**src/rtl/apb_pkg.sv**
```systemverilog
// Shared definitions for the APB completer: bus widths, FSM encoding and the ID word.
package apb_pkg;

  localparam int unsigned ADDR_W = 32;
  localparam int unsigned DATA_W = 32;

  localparam logic [DATA_W-1:0] ID_VALUE = 32'hA5B0_0001;

  typedef enum logic [1:0] {
    IDLE   = 2'b00,
    SETUP  = 2'b01,
    ACCESS = 2'b10
  } apb_state_e;

endpackage

```
**src/rtl/apb_regfile.sv**
```systemverilog
// Register file: one write port, one asynchronous read port. Word 0 is the fixed ID.
module apb_regfile
  import apb_pkg::*;
#(
  parameter int unsigned NUM_REGS = 16,
  parameter int unsigned IDX_W    = $clog2(NUM_REGS)
) (
  input  logic              i_clk,
  input  logic              i_rst_n,
  input  logic              i_we,
  input  logic [IDX_W-1:0]  i_waddr,
  input  logic [DATA_W-1:0] i_wdata,
  input  logic [IDX_W-1:0]  i_raddr,
  output logic [DATA_W-1:0] o_rdata
);

  logic [DATA_W-1:0] w_regs [NUM_REGS];

  // Word 0 has no storage; it always reads back the ID constant.
  assign w_regs[0] = ID_VALUE;

  genvar gi;
  generate
    for (gi = 1; gi < NUM_REGS; gi++) begin : g_reg
      logic [DATA_W-1:0] r_word;

      always_ff @(posedge i_clk) begin
        if (!i_rst_n) begin
          r_word <= '0;
        end else if (i_we && (i_waddr == IDX_W'(gi))) begin
          r_word <= i_wdata;
        end
      end

      assign w_regs[gi] = r_word;
    end
  endgenerate

  assign o_rdata = w_regs[i_raddr];

endmodule

```
**src/rtl/apb_slave.sv**
```systemverilog
// APB completer: IDLE/SETUP/ACCESS FSM with programmable wait states in front of a
// small register file. All outputs are decoded from registered state only.
module apb_slave
  import apb_pkg::*;
#(
  parameter int unsigned NUM_REGS    = 16,
  parameter int unsigned WAIT_CYCLES = 1
) (
  input  logic              pclk,
  input  logic              preset,
  input  logic              psel,
  input  logic              penable,
  input  logic              pwrite,
  input  logic [ADDR_W-1:0] paddr,
  input  logic [DATA_W-1:0] pwdata,
  output logic [DATA_W-1:0] prdata,
  output logic              pready,
  output logic              pslverr
);

  localparam int unsigned       IDX_W      = $clog2(NUM_REGS);
  localparam logic [ADDR_W-1:0] ADDR_LIMIT = ADDR_W'(NUM_REGS * 4);
  localparam logic [3:0]        WAIT_LAST  = 4'(WAIT_CYCLES);

  apb_state_e        r_state;
  apb_state_e        w_state_next;
  logic [3:0]        r_wait;
  logic [3:0]        w_wait_next;
  logic [ADDR_W-1:0] r_addr;
  logic              r_write;
  logic [DATA_W-1:0] r_wdata;

  logic              w_ready;
  logic [IDX_W-1:0]  w_idx;
  logic              w_out_of_range;
  logic              w_id_write;
  logic              w_err;
  logic              w_we;
  logic [DATA_W-1:0] w_rdata;

  always_ff @(posedge pclk) begin
    if (!preset) begin
      r_state <= IDLE;
      r_wait  <= '0;
      r_addr  <= '0;
      r_write <= 1'b0;
      r_wdata <= '0;
    end else begin
      r_state <= w_state_next;
      r_wait  <= w_wait_next;
      if (r_state == SETUP) begin
        r_addr  <= paddr;
        r_write <= pwrite;
        r_wdata <= pwdata;
      end
    end
  end

  assign w_ready = (r_state == ACCESS) && (r_wait == WAIT_LAST);

  always_comb begin
    w_state_next = r_state;
    w_wait_next  = '0;
    case (r_state)
      IDLE: begin
        if (psel && !penable) begin
          w_state_next = SETUP;
        end
      end
      SETUP: begin
        w_state_next = ACCESS;
      end
      ACCESS: begin
        if (w_ready) begin
          w_state_next = (psel && !penable) ? SETUP : IDLE;
        end else if (!psel || !penable) begin
          // Requester withdrew before completion: drop the transfer.
          w_state_next = IDLE;
        end else begin
          w_wait_next = r_wait + 4'd1;
        end
      end
      default: begin
        w_state_next = IDLE;
      end
    endcase
  end

  assign w_idx          = r_addr[IDX_W+1:2];
  assign w_out_of_range = (r_addr >= ADDR_LIMIT);
  assign w_id_write     = r_write && (w_idx == '0);
  assign w_err          = w_out_of_range || w_id_write;
  assign w_we           = w_ready && r_write && !w_err;

  apb_regfile #(
    .NUM_REGS (NUM_REGS),
    .IDX_W    (IDX_W)
  ) u_regfile (
    .i_clk   (pclk),
    .i_rst_n (preset),
    .i_we    (w_we),
    .i_waddr (w_idx),
    .i_wdata (r_wdata),
    .i_raddr (w_idx),
    .o_rdata (w_rdata)
  );

  assign pready  = w_ready;
  assign pslverr = w_ready && w_err;
  assign prdata  = (w_ready && !r_write && !w_err) ? w_rdata : '0;

endmodule

```
**config.mk**
```make
export PLATFORM = sky130hd
export DESIGN_NAME = apb_slave
export DESIGN_NICKNAME = d
export VERILOG_FILES = /design/src/rtl/apb_pkg.sv /design/src/rtl/apb_regfile.sv /design/src/rtl/apb_slave.sv
export SDC_FILE = /design/constraint.sdc
export NUM_CORES = 1
export LEC_CHECK = 0
export BUFFER_PORTS_ARGS = -buffer_cell sky130_fd_sc_hd__buf_2
export CAP_MARGIN = 20
export CORE_UTILIZATION = 30
export DETAILED_ROUTE_END_ITERATION = 10
export MAX_ROUTING_LAYER = met4
export PLACE_DENSITY = 0.42
export SYNTH_ARGS = -nofsm -noshare
export SYNTH_HDL_FRONTEND = slang
export SYNTH_SLANG_ARGS = --single-unit
```
**constraint.sdc**
```tcl
create_clock -name pclk -period 7.1 [get_ports pclk]
set_input_delay 1.065 -clock pclk [delete_from_list [all_inputs] [get_ports pclk]]
set_output_delay 1.065 -clock pclk [all_outputs]
set_load 0.02 [all_outputs]
```
# After elaboration in Yosys (flattened, before gate mapping)
# Cells that the tools add are included.
[word_totals] ff_bits=551 inputBits=69 out_inout_bits=34 elab_cells=88
[classes] n_addsub=1 order_cmp=2 eq_ne=20 n_mux=9 n_bitwise=3 reduce_logical=33
[ops] op="$bmux 32 s4" count=1
[ops] op="$mux 32" count=3
[ops] op="$eq 4x4->1 const B" count=8
[ops] op="$ge 32x7->1 const B" count=1
[ops] op="$logic_and 1x1->1" count=23
[ops] op="$eq 4x3->1 const B" count=4
[ops] op="$eq 4x1->1 const B" count=2
[ops] op="$eq 4x2->1 const B" count=2
[ops] op="$mux 2" count=3
[ops] op="$pmux 2 s3" count=1
[ops] op="$ge 5x5->1 const B" count=1
[ops] op="$not 4->5" count=1
[ops] op="$add 4x1->4 const B" count=1
[ops] op="$logic_not 1->1" count=4
[ops] op="$logic_not 4->1" count=1
[ops] op="$reduce_or 4->1" count=1
[ops] op="$ne 3x2->1 const B" count=1
[ops] op="$eq 2x1->1 const B" count=1
[ops] op="$eq 2x2->1 const B" count=1
[ops] op="$logic_not 2->1" count=1
[ops] op="$logic_or 1x1->1" count=2
[ops] op="$ne 2x2->1 const B" count=1
[ops] op="$not 1->1" count=2
[ops] op="$reduce_and 2->1" count=1
[ops] op="$mux 1" count=1

# Logic depth before layout (Yosys ltp)
# Gate-level depths: netlist (run 1).
[depth] word_depth=6 mapped_depth=9 depth_no_buf=6

# By module
# Synthesis (run 1) repeated with hierarchy kept, for this count alone.
[unflattened] hier_cells=2986 area_unflattened_um2=26890.8
[by_module_without_submodules] module="apb_regfile" n_inst=1 cells_each=2579 area_each_um2=23363.7 seq_area_each_um2=9609.2
[by_module_without_submodules] module="apb_slave" n_inst=1 cells_each=407 area_each_um2=3527.1 seq_area_each_um2=1421.4

# Least setup slack after synthesis (run 1)
# No wires, ideal clock.
[synth_timing] path_type="register to output" start="register r_wait[0]" end="output port prdata[10]" t_arrival_ns=2.703 t_required_ns=6.035 setup_slack_ns=3.332 path_stages_with_launch=7 path_buffers=1 path_cell_list="dfxtp_1 -> ha_1 -> nor3b_1 -> nand3b_1 -> buf_2 -> or4_4 -> a2111oi_0"
[synth_via] elab_chain_len=5
[synth_lines] item="from (decl)" line_no="apb_slave.sv:27" rtl="logic [3:0] r_wait;"
[synth_lines] item="from (signal assigned)" line_no="apb_slave.sv:50" rtl="r_wait <= w_wait_next;"
[synth_lines] item="$eq 4x1->1" line_no="apb_slave.sv:59" rtl="assign w_ready = (r_state == ACCESS) && (r_wait == WAIT_LAST);"
[synth_lines] item="$logic_and 1x1->1" line_no="apb_slave.sv:59"
[synth_lines] item="$logic_and 1x1->1 (2 in series)" line_no="apb_slave.sv:110" rtl="assign prdata = (w_ready && !r_write && !w_err) ? w_rdata : '0;"
[synth_lines] item="$mux 32" line_no="apb_slave.sv:110"
[synth_lines] item="to (decl)" line_no="apb_slave.sv:16" rtl="output logic [DATA_W-1:0] prdata,"
# Every way passes these cells.

# Worst setup path in the final report (run 1)
[layout_timing] start="register r_addr[3]" end="output port prdata[22]"
[layout_via] elab_chain_len=6 word_cells_on_any_way=11 classes_between="order compare: 1; mux: 4; bitwise: 1; reduce/logical: 5"
[layout_lines] item="from (decl)" line_no="apb_slave.sv:29" rtl="logic [ADDR_W-1:0] r_addr;"
[layout_lines] item="from (signal assigned)" line_no="apb_slave.sv:52" rtl="r_addr <= paddr;"
[layout_lines] item="branches (longest 5 deep; another with $ge 32x7->1)"
[layout_lines] item="$mux 32 *" line_no="apb_slave.sv:110"
# Every way passes the cells marked *. The select of a mux whose other input is x is not followed.

==> flow_summary_export.csv, run 1 <==
group,metric,value,unit
synth,synth-simple-area-share,13.4,%
sta,rsz0062_at_grt,"false",
sta,min_period,5.33,ns
detailed_routing,ant_nets,0,
pwr,seq_power_share,45.1,%
floorplanning,io_pins,103,
sta,max_slew_margin,33.4,%
finish,most-common-layout-cells,"657 x nand2_1, 547 x dfxtp_1, 504 x mux2i_1",
pwr,power_frac_comb,3.6,%
sta,finalMaxSlewViolations,0,
synth,synth.area.mux_share,31.0,%
floorplanning,die-area,81500,sq um
min_path,min_to,"u_regfile.g_reg[3].r_word[11]",
clock_tree,path_clk_slew,0.05,ns
synth,netlist_instances,2303,
setup_path,cp_max_fo,99,
pwr,p_int,5.35,mW
setup_path,cp_data_arrival_time,4.27,ns
setup_path,end_kind,"output port",
grt,antenna_found_initial,2,
sta,fin_crit_sh,75.1,%
setup_path,critPathKind,"flip-flop to output port",
synth,synth_top_area_cell,"dfxtp_1",
grt,grt_pass1_wl,107,mm
sta,fmax,0.188,GHz
placement,gp_congestion,0.731,
detailed_routing,viasPerCell,4.90,
pwr,p_leak,8.74,nW
clock_tree,cts-htree-levels,3,
setup_path,cp.required,6.03,ns
synth,synth.distinct_cells,43,
pwr,p_sw_share,22.7,%
pwr,ir_drop,0.151,mV
min_path,hp-start,"u_regfile.g_reg[3].r_word[11]",
synth,synth_fa_ha_area_share,0.104,%
min_path,holdPathStages,2,
pwr,p_sw,1.57,mW
synth,syn-mean-instance-area,10.5,sq um
clock_tree,root_buffer,"clkbuf_16",
setup_path,reg2reg_from,"r_addr[2]",
outcome,status,"complete, no violations",
setup_path,slowest_delay,0.80,ns
clock_tree,cts_tree,"yes",
finish,layout-drive-gt1-share,17.7,%
detailed_routing,route.detailed.drc,0,
sta,skew,0.0338,ns
pwr,clkPwrFrac,51.3,%
synth,synth_top_cell_area_share,45.7,%
placement,place_hpwl,40.9,mm
min_path,hold_class,"flip-flop to flip-flop",
job,cap_violations,0,
clock_tree,insertion_delay,0.62,ns
synth,syn_nets,2374,
synth,synth_area_leaders,"dfxtp_1 46%, mux2i_1 21%, nand2_1 10%",
setup_path,critPathSlowestCell,"nor2b_2",
detailed_routing,first_iter_violations,1057,
detailed_routing,drt-pass1-iter-count,7,
floorplanning,fp.dieH,286,um
sta,setup_viol,0,
pwr,p_per_area,250,nW/um^2
finish,area.growth.synth_to_final,14.6,%
clock_tree,cts_buffer_depth,3,
setup_path,reg2reg_depth,6,
placement,numPortBuffers,102,
synth,synth.ff_latch_count,551,
clock_tree,hold_buffers,0,
detailed_routing,num_vias,16700,
grt,track_usage,17.6,%
setup_path,crit_chain,"buf_12 > nor2b_2 > buf_4 > a221oi_1 > a2111oi_2 > buf_2",
sta,tightest_slew,0.992,ns
clock_tree,postCtsResizedCells,0,
grt,grt_max_degree,122,
finish,final_nets,2379,
finish,layout_commonest_cell,"nand2_1",
floorplanning,initial_utilization,30.4,%
setup_path,r2r-end,"u_regfile.g_reg[5].r_word[10]",
setup_path,crit_path_start_kind,"flip-flop",
floorplanning,fp-row-count,103,
grt,first_global_vias,17400,
detailed_routing,totalWireLength,69.5,mm
synth,netlist_area,24100,sq um
synth,ys_seq_area_share,45.7,%
synth,synth_top_family_by_area,"multiplexers",
clock_tree,cts_setup_buffers,0,
synth,synth_warnings,0,
detailed_routing,wl_per_cell,20.4,um
clock_tree,clock_sinks,551,
grt,grt.overflow.total,0,
sta,tns,0,ns
finish,fin_util,34.9,%
finish,antenna_cells,0,
synth,synth_compound_area_share,5.05,%
floorplanning,core,79300,sq um
sta,hold_viol_final,0,
floorplanning,dieWidth,286,um
clock_tree,cts_buffers,68,
setup_path,rrSetupSlack,3.14,ns
synth,synth_xor_area_share,0.0726,%
==> critical path, delay by kind of cell (launching register included) <==
kind            cells  cell delay (ns)
flops               1             0.79
compound gates      2             0.70
simple gates        1             0.80
buf+inv             3             1.26
==> layer usage <==
metal  global-route usage [%]  routed length [um]  vias to the layer above  share of wire, %
li1                         -                   -                     8010                 -
met1                     22.5               32200                     8364                46
met2                     29.0               33800                      230                49
met3                     2.47                1920                      105               2.8
met4                     4.81                1580                        0               2.3
met5                        -                   0                        -                 0
==> metrics by stage <==
stage	cell area, sq um	setup slack (ns)	hold WS [ns]	total power [mW]	std cells
after floorplan	24100	3.33	0.431	3.35	2303
after global placement	25300	2.18	0.439	3.44	3284
after detailed placement	25300	2.28	0.444	3.44	3288
after CTS	27600	1.57	0.454	7.04	3407
after global routing	27600	1.49	0.468	7.19	3407
final	27600	1.77	0.453	6.92	3407
==> area by class of cell <==
class                           instances  area (sq um)
Multi-Input combinational cell       1535         12000
Clock inverter                         19           289
Inverter                                3          11.3
Clock buffer                          100          2000
Sequential cell                       551         11000
Tap cell                             1050          1310
Fill cell                            7970         51600
Timing Repair Buffer                  149           923
==> registers in the layout, summed over array words and instances, names as in the netlist <==
signal	cells
r_addr	32
u_regfile.g.r_word	480
r_wait	4
r_state	2
r_write	1
r_wdata	32
==> cells in the mapped netlist (all sizes together) <==
| cell type | n |
|---|---|
| a2111oi | 15 |
| a211oi | 2 |
| a21boi | 65 |
| a21oi | 10 |
| a221oi | 25 |
| a22oi | 16 |
| a31o | 1 |
| a31oi | 7 |
| and2 | 1 |
| buf | 81 |
| clkbuf | 133 |
| dfxtp | 551 |
| ha | 2 |
| inv | 3 |
| mux2 | 24 |
| mux2i | 504 |
| mux4 | 96 |
| nand2 | 657 |
| nand2b | 3 |
| nand3 | 9 |
| nand3b | 3 |
| nand4 | 5 |
| nor2 | 23 |
| nor2b | 15 |
| nor3 | 1 |
| nor3b | 2 |
| nor4 | 21 |
| nor4b | 1 |
| o211ai | 8 |
| o21a | 1 |
| or2 | 2 |
| or3 | 11 |
| or3b | 2 |
| or4 | 1 |
| xnor2 | 1 |
| xor2 | 1 |
==> how the worst max path moves through the flow <==
stage / slack [ns] / end / cells after the start / from
2_1_floorplan: 3.33 / prdata[10] / 6 / r_wait[0]
3_3_place_gp: 2.18 / prdata[10] / 5 / r_addr[3]
3_5_place_dp: 2.28 / prdata[12] / 6 / r_addr[3]
4_1_cts: 1.57 / prdata[12] / 6 / r_addr[3]
5_1_grt: 1.49 / prdata[12] / 6 / r_addr[3]
6_report: 1.77 / prdata[22] / 6 / r_addr[3]
==> power groups by stage <==
| stage | sequential (mW) | clock, mW | combinational, mW |
|---|---|---|---|
| finish | 3.12 | 3.55 | 0.247 |
| global route | 3.12 | 3.80 | 0.269 |
| CTS | 3.12 | 3.66 | 0.252 |
| global placement | 3.19 | 0 | 0.248 |
| detailed placement | 3.19 | 0 | 0.251 |
| floorplan | 3.18 | 0 | 0.174 |
==> logic make-up (layout without fill, tap and decap cells) <==
logic type | after synthesis | after routing
and+or+nand+nor | 757 | 757
AOI/OAI and AO/OA | 150 | 150
xor gates and xnor gates | 2 | 2
adders and majority gates | 2 | 2
buffers and inverters | 217 | 271
muxes | 624 | 624
DFF | 551 | 551
No activity file was read; power rests on OpenSTA's default activity.
==> inputs of run 2 (changes only) <==
--- a/config.mk
+++ b/config.mk
@@ -10,7 +10,7 @@
 export CORE_UTILIZATION = 30
 export DETAILED_ROUTE_END_ITERATION = 10
 export MAX_ROUTING_LAYER = met4
-export PLACE_DENSITY = 0.42
+export PLACE_DENSITY = 0.43
 export SYNTH_ARGS = -nofsm -noshare
 export SYNTH_HDL_FRONTEND = slang
 export SYNTH_SLANG_ARGS = --single-unit
==> constraint.sdc (replaced) <==
create_clock -name pclk -period 4.8 [get_ports pclk]
set_input_delay 0.72 -clock pclk [delete_from_list [all_inputs] [get_ports pclk]]
set_output_delay 0.72 -clock pclk [all_outputs]
set_load 0.02 [all_outputs]
==> flow_summary_export.csv, run 2 (same netlist as run 1, synthesis figures left out) <==
group,metric,value,unit
detailed_routing,ant_nets,0,
finish,largestRegisters,"u_regfile.g.r_word (480), r_addr (32), r_wdata (32)",
detailed_routing,route.detailed.drc,0,
finish,layout-drive-gt1-share,18.2,%
finish,largest_register,"u_regfile.g.r_word",
clock_tree,cts_buffers,68,
placement,placed_cells_incl_taps,3299,
sta,fin_ws,0.340,ns
pwr,ir_drop,0.284,mV
floorplanning,die-area,81500,sq um
setup_path,cp-startpoint,"r_addr[24]",
setup_path,crit_path_start_kind,"flip-flop",
finish,final_cells,3422,
floorplanning,core,79300,sq um
detailed_routing,first_iter_violations,1000,
sta,tns,0,ns
setup_path,critPathKind,"flip-flop to output port",
outcome,status,"complete, no violations",
finish,regArea,11000,sq um
setup_path,cp_data_arrival_time,3.74,ns
clock_tree,cts_tree,"yes",
grt,grt_pass1_wl,109,mm
min_path,hold_class,"input port to flip-flop",
placement,place_hpwl,42.3,mm
floorplanning,fp.dieH,286,um
clock_tree,root_buffer,"clkbuf_16",
sta,fin_crit_sh,92.9,%
floorplanning,initial_utilization,30.4,%
setup_path,cp.required,4.08,ns
grt,first_global_vias,17700,
job,cap_violations,0,
grt,grtUsageMet3,2.26,%
sta,finalMaxSlewViolations,0,
grt,antenna_found_initial,2,
finish,most-common-layout-cells,"657 x nand2_1, 547 x dfxtp_1, 504 x mux2i_1",
grt,use_met1,22.8,%
min_path,holdPathStages,2,
clock_tree,path_clk_slew,0.05,ns
setup_path,reg2reg_depth,6,
detailed_routing,totalWireLength,71.0,mm
pwr,p_leak,8.79,nW
grt,grt_use_met2,29.5,%
clock_tree,insertion_delay,0.61,ns
grt,grt_busiest_layer,"met2",
min_path,min_to,"r_state[0]",
placement,numPortBuffers,102,
placement,dp_slack,0.706,ns
setup_path,rrSetupSlack,1.34,ns
setup_path,crit_chain,"nor4_1 > nand3_2 > buf_4 > or4_4 > a2111oi_0 > buf_2 > buf_2",
detailed_routing,viasPerCell,4.95,
grt,grt.overflow.total,0,
sta,tightest_slew,1.04,ns
pwr,power,10.0,mW
setup_path,end_kind,"output port",
detailed_routing,drt-pass1-iter-count,5,
detailed_routing,wl_per_cell,20.8,um
grt,track_usage,17.9,%
finish,largest_reg_flops,480,
setup_path,r2r-end,"u_regfile.g_reg[14].r_word[25]",
sta,min_period,4.46,ns
sta,max_slew_margin,30.5,%
clock_tree,cts-htree-levels,3,
setup_path,critPathSlowestCell,"or4_4",
pwr,p_per_area,362,nW/um^2
sta,skew,0.0265,ns
setup_path,slowest_delay,0.85,ns
setup_path,cp_max_fo,32,
clock_tree,clock_sinks,551,
setup_path,reg2reg_from,"r_addr[5]",
grt,grt_max_degree,180,
finish,final_nets,2391,
finish,area.growth.synth_to_final,14.7,%
sta,fmax,0.224,GHz
clock_tree,cts_buffer_depth,3,
sta,hold_viol_final,0,
finish,nFillCells,7944,
setup_path,cpMostUsedCell,"buf_2",
sta,rsz0062_at_grt,"false",
sta,setup_viol,0,
finish,fin_util,34.9,%
min_path,hp-start,"penable",
floorplanning,io_pins,103,
floorplanning,dieWidth,286,um
placement,gp_congestion,0.738,
finish,layout_commonest_cell,"nand2_1",
finish,multiInputGateArea,12100,sq um
detailed_routing,num_vias,17000,
floorplanning,fp-row-count,103,
run 2: changes by cell type in the layout (fill, tap and decap cells not counted), sizes merged, moves of 2 or more:
cell	previous run	this run
buf	149	161
bufinv	6	2
inv	5	9
clkinv	10	12
run 2: power breakdown:
part           internal [mW]  switching (mW)  leakage (nW)  total (mW)
registers               4.59          0.0194          4.44        4.61
clock network           2.98            2.03          1.08        5.01
logic                  0.113           0.274          3.26       0.388
run 2: through the flow:
stage          cell area [sq um]  hold WS, ns
6_report                   27700        0.312
5_1_grt                    27700        0.298
4_1_cts                    27600        0.285
3_5_place_dp               25500        0.443
3_3_place_gp               25400        0.438
2_1_floorplan              24100        0.431
run 2: cell type report:
cell class	count	area share, %
Clock inverter	20	0.705
Antenna cell	1	0.00904
Tap cell	1050	4.75
Inverter	3	0.0407
Timing Repair Buffer	161	3.86
Multi-Input combinational cell	1535	43.6
Clock buffer	101	7.18
Sequential cell	551	39.9
run 2: per-layer routing:
metal / vias to the layer above / share of wire [%]
li1: 8020 / -
met1: 8568 / 46
met2: 269 / 49
met3: 99 / 2.9
met4: 0 / 2.2
met5: - / 0
run 2: what timing repair did:
item,4_1_cts,5_1_grt
gates resized for setup,0,1
endpoints found under the setup margin,0,2
setup buffers,0,1
hold buffers,0,0
run 2: worst max-delay path: cells and delay by family (launching register included):
kind            cells  cell delay (ns)
buf+inv             3             0.73
flops               1             0.31
simple gates        3             1.42
compound gates      1             0.67
run 2: how the worst max path moves through the flow:
stage          slack, ns    endpoint
6_report            0.34  prdata[11]
5_1_grt             0.09  prdata[11]
4_1_cts             0.05  prdata[12]
3_5_place_dp        0.71  prdata[12]
3_3_place_gp        0.41  prdata[11]
2_1_floorplan       1.38  prdata[10]
==> inputs of run 3 (changes only) <==
--- a/config.mk
+++ b/config.mk
@@ -13,4 +13,5 @@
 export PLACE_DENSITY = 0.43
 export SYNTH_ARGS = -nofsm -noshare
 export SYNTH_HDL_FRONTEND = slang
+export SYNTH_HIERARCHICAL = 1
 export SYNTH_SLANG_ARGS = --single-unit
==> flow_summary_export.csv, run 3 <==
group,metric,value,unit
sta,rsz0062_at_grt,"false",
finish,layout-drive-gt1-share,16.2,%
floorplanning,core,88600,sq um
finish,most-common-layout-cells,"547 x dfxtp_1, 490 x nand3_1, 440 x o21ai_0",
grt,antenna_found_initial,1,
clock_tree,cts_tree,"yes",
pwr,power,10.1,mW
synth,yosysMostFrequentCell,"dfxtp_1",
detailed_routing,num_vias,23400,
sta,skew,0.0200,ns
clock_tree,cts-htree-levels,3,
synth,synth_top_cell_area_share,41.0,%
clock_tree,cts_buffers,66,
outcome,status,"complete, but fails checks",
setup_path,cp_data_arrival_time,3.78,ns
placement,place_hpwl,51.6,mm
finish,nFillCells,9156,
floorplanning,io_pins,103,
setup_path,cpLargestDelayFamily,"simple AND/OR/NAND/NOR gates",
sta,tns,0,ns
finish,multiInputGateArea,14100,sq um
clock_tree,root_buffer,"clkbuf_16",
grt,track_usage,21.5,%
synth,synth_edf_count,0,
setup_path,critPathKind,"flip-flop to output port",
finish,largest_register,"u_regfile/g.r_word",
placement,numPortBuffers,102,
sta,fin_ws,0.305,ns
finish,largest_reg_flops,480,
synth,netlist_instances,2986,
clock_tree,clock_sinks,551,
finish,layout_commonest_cell,"dfxtp_1",
sta,max_slew_margin,30.6,%
synth,netlist_area,26900,sq um
setup_path,critPathSlowestCell,"or2_1",
detailed_routing,viasPerCell,5.79,
finish,largestRegisters,"u_regfile/g.r_word (480), r_addr (32), r_wdata (32)",
detailed_routing,wl_per_cell,23.8,um
synth,synth.distinct_cells,51,
sta,fin_crit_sh,93.7,%
clock_tree,insertion_delay,0.61,ns
detailed_routing,first_iter_violations,1989,
floorplanning,die-area,90800,sq um
pwr,ir_drop,0.234,mV
detailed_routing,ant_nets,0,
sta,finalMaxSlewViolations,0,
setup_path,path_buf_inv,2,
synth,syn_nets,3057,
floorplanning,fp.dieH,301,um
sta,tightest_slew,1.04,ns
setup_path,end_kind,"output port",
finish,final_nets,2899,
job,cap_violations,0,
clock_tree,path_clk_slew,0.06,ns
synth,synth.ff_latch_count,551,
sta,fmax,0.222,GHz
finish,area.growth.synth_to_final,11.1,%
grt,grt.overflow.total,0,
grt,grt_max_degree,184,
min_path,hold_class,"input port to flip-flop",
sta,setup_viol,0,
setup_path,crit_chain,"or2_1 > buf_4 > a221oi_1 > a211oi_1 > nand4b_1 > nor4_2 > buf_2",
pwr,p_per_area,338,nW/um^2
grt,first_global_vias,23600,
synth,dominantRegCellSynth,"dfxtp_1",
setup_path,crit_path_start_kind,"flip-flop",
synth,syn-mean-instance-area,9.01,sq um
setup_path,slowest_delay,0.81,ns
floorplanning,dieWidth,301,um
grt,grt_pass1_wl,147,mm
pwr,p_leak,9.01,nW
placement,gp_congestion,0.766,
detailed_routing,route.detailed.drc,4,
placement,dp_slack,0.808,ns
synth,synth_top_area_cell,"dfxtp_1",
floorplanning,fp-row-count,109,
synth,synthTopCellsByCount,"551 x dfxtp_1, 492 x nand3_1, 440 x o21ai_0",
outcome,violations,"design-rule violations",
synth,ys_seq_area_share,41.0,%
detailed_routing,totalWireLength,96.2,mm
setup_path,cp.required,4.08,ns
detailed_routing,drt-pass1-iter-count,9,
finish,regArea,11000,sq um
sta,min_period,4.50,ns
synth,synthArstFlopShare,0,%
sta,hold_viol_final,0,
synth,synth_warnings,6,
floorplanning,initial_utilization,30.3,%
setup_path,cp_max_fo,34,
clock_tree,cts_buffer_depth,3,
synth,synth_area_leaders,"dfxtp_1 41%, a21boi_0 12%, nand3_1 9.2%",
## run 3: metal layers
layer | wire (um) | GRT usage, % | vias to the layer above
li1 | - | - | 10600
met4 | 2590 | 6.70 | 0
met3 | 5480 | 3.34 | 163
met2 | 44300 | 33.3 | 777
met1 | 43800 | 28.6 | 11900
met5 | 0 | - | -
## run 3: worst reg2reg max path, cell delays in order (launching register included)
cell	delay [ns]
dfxtp_4	0.61
buf_4	0.67
nor4_1	0.23
o21a_2	0.19
nor4_1	0.51
buf_4	0.29
nand3_4	0.56
buf_4	0.51
o21ai_0	0.20
a21boi_0	0.13
## run 3: kinds of logic (layout without fill, tap and decap cells)
kind of cell	count (synthesis)	after routing	share of synthesized area [%]
DFF	551	551	41.0
xor gates and xnor gates	2	2	0.0652
adders and majority gates	2	2	0.0930
other	0	1	0
muxes	171	171	10.1
buffers and inverters	392	279	6.89
and+or+nand+nor	748	748	15.0
AOI/OAI and AO/OA	1120	1120	26.9
## run 3: path summary, 6_finish.rpt
| check | from | to | slack, ns | cells after the start |
|---|---|---|---|---|
| worst min register to register | u_regfile/g_reg[2].r_word[1] | u_regfile/g_reg[2].r_word[1] | 0.46 | 2 |
| worst max-delay path | r_addr[3] | prdata[28] | 0.30 | 7 |
| worst max register to register | r_addr[5] | u_regfile/g_reg[14].r_word[6] | 0.79 | 9 |
| worst min-delay path | penable | r_state[0] | 0.29 | 2 |
## run 3: layout make-up
cell class,instances,area share [%]
tap,1165,4.88
sequential,551,37.0
multi-input combinational,2043,47.3
antenna,1,0.00838
timing repair buffer,157,3.81
inverter,9,0.113
clock inverter,17,0.406
clock buffer,96,6.48
## run 3: timing repair
action | in CTS | in global routing
resized for setup | 0 | 1
buffers inserted | 0 | 0
hold buffers | 0 | 0
endpoints found under the setup margin | 0 | 1
hold endpoints to repair | 0 | 0
## run 3: power by group
group          internal, mW  leakage, nW  total [mW]  switching, mW
clock network          2.84         1.03        4.87           2.03
registers              4.59         4.44        4.66         0.0668
logic                 0.175         3.54       0.562          0.388
total                  7.61         9.01        10.1           2.48
## run 3: stage by stage
stage          hold WS (ns)  cells  util [%]  instance area, sq um
3_3_place_gp          0.449   3924      31.4                 27800
5_1_grt               0.276   4039      33.7                 29900
3_5_place_dp          0.457   3925      31.4                 27800
2_1_floorplan         0.433   2986         -                 26900
4_1_cts               0.253   4038      33.7                 29900
6_report              0.291   4039      33.7                 29900
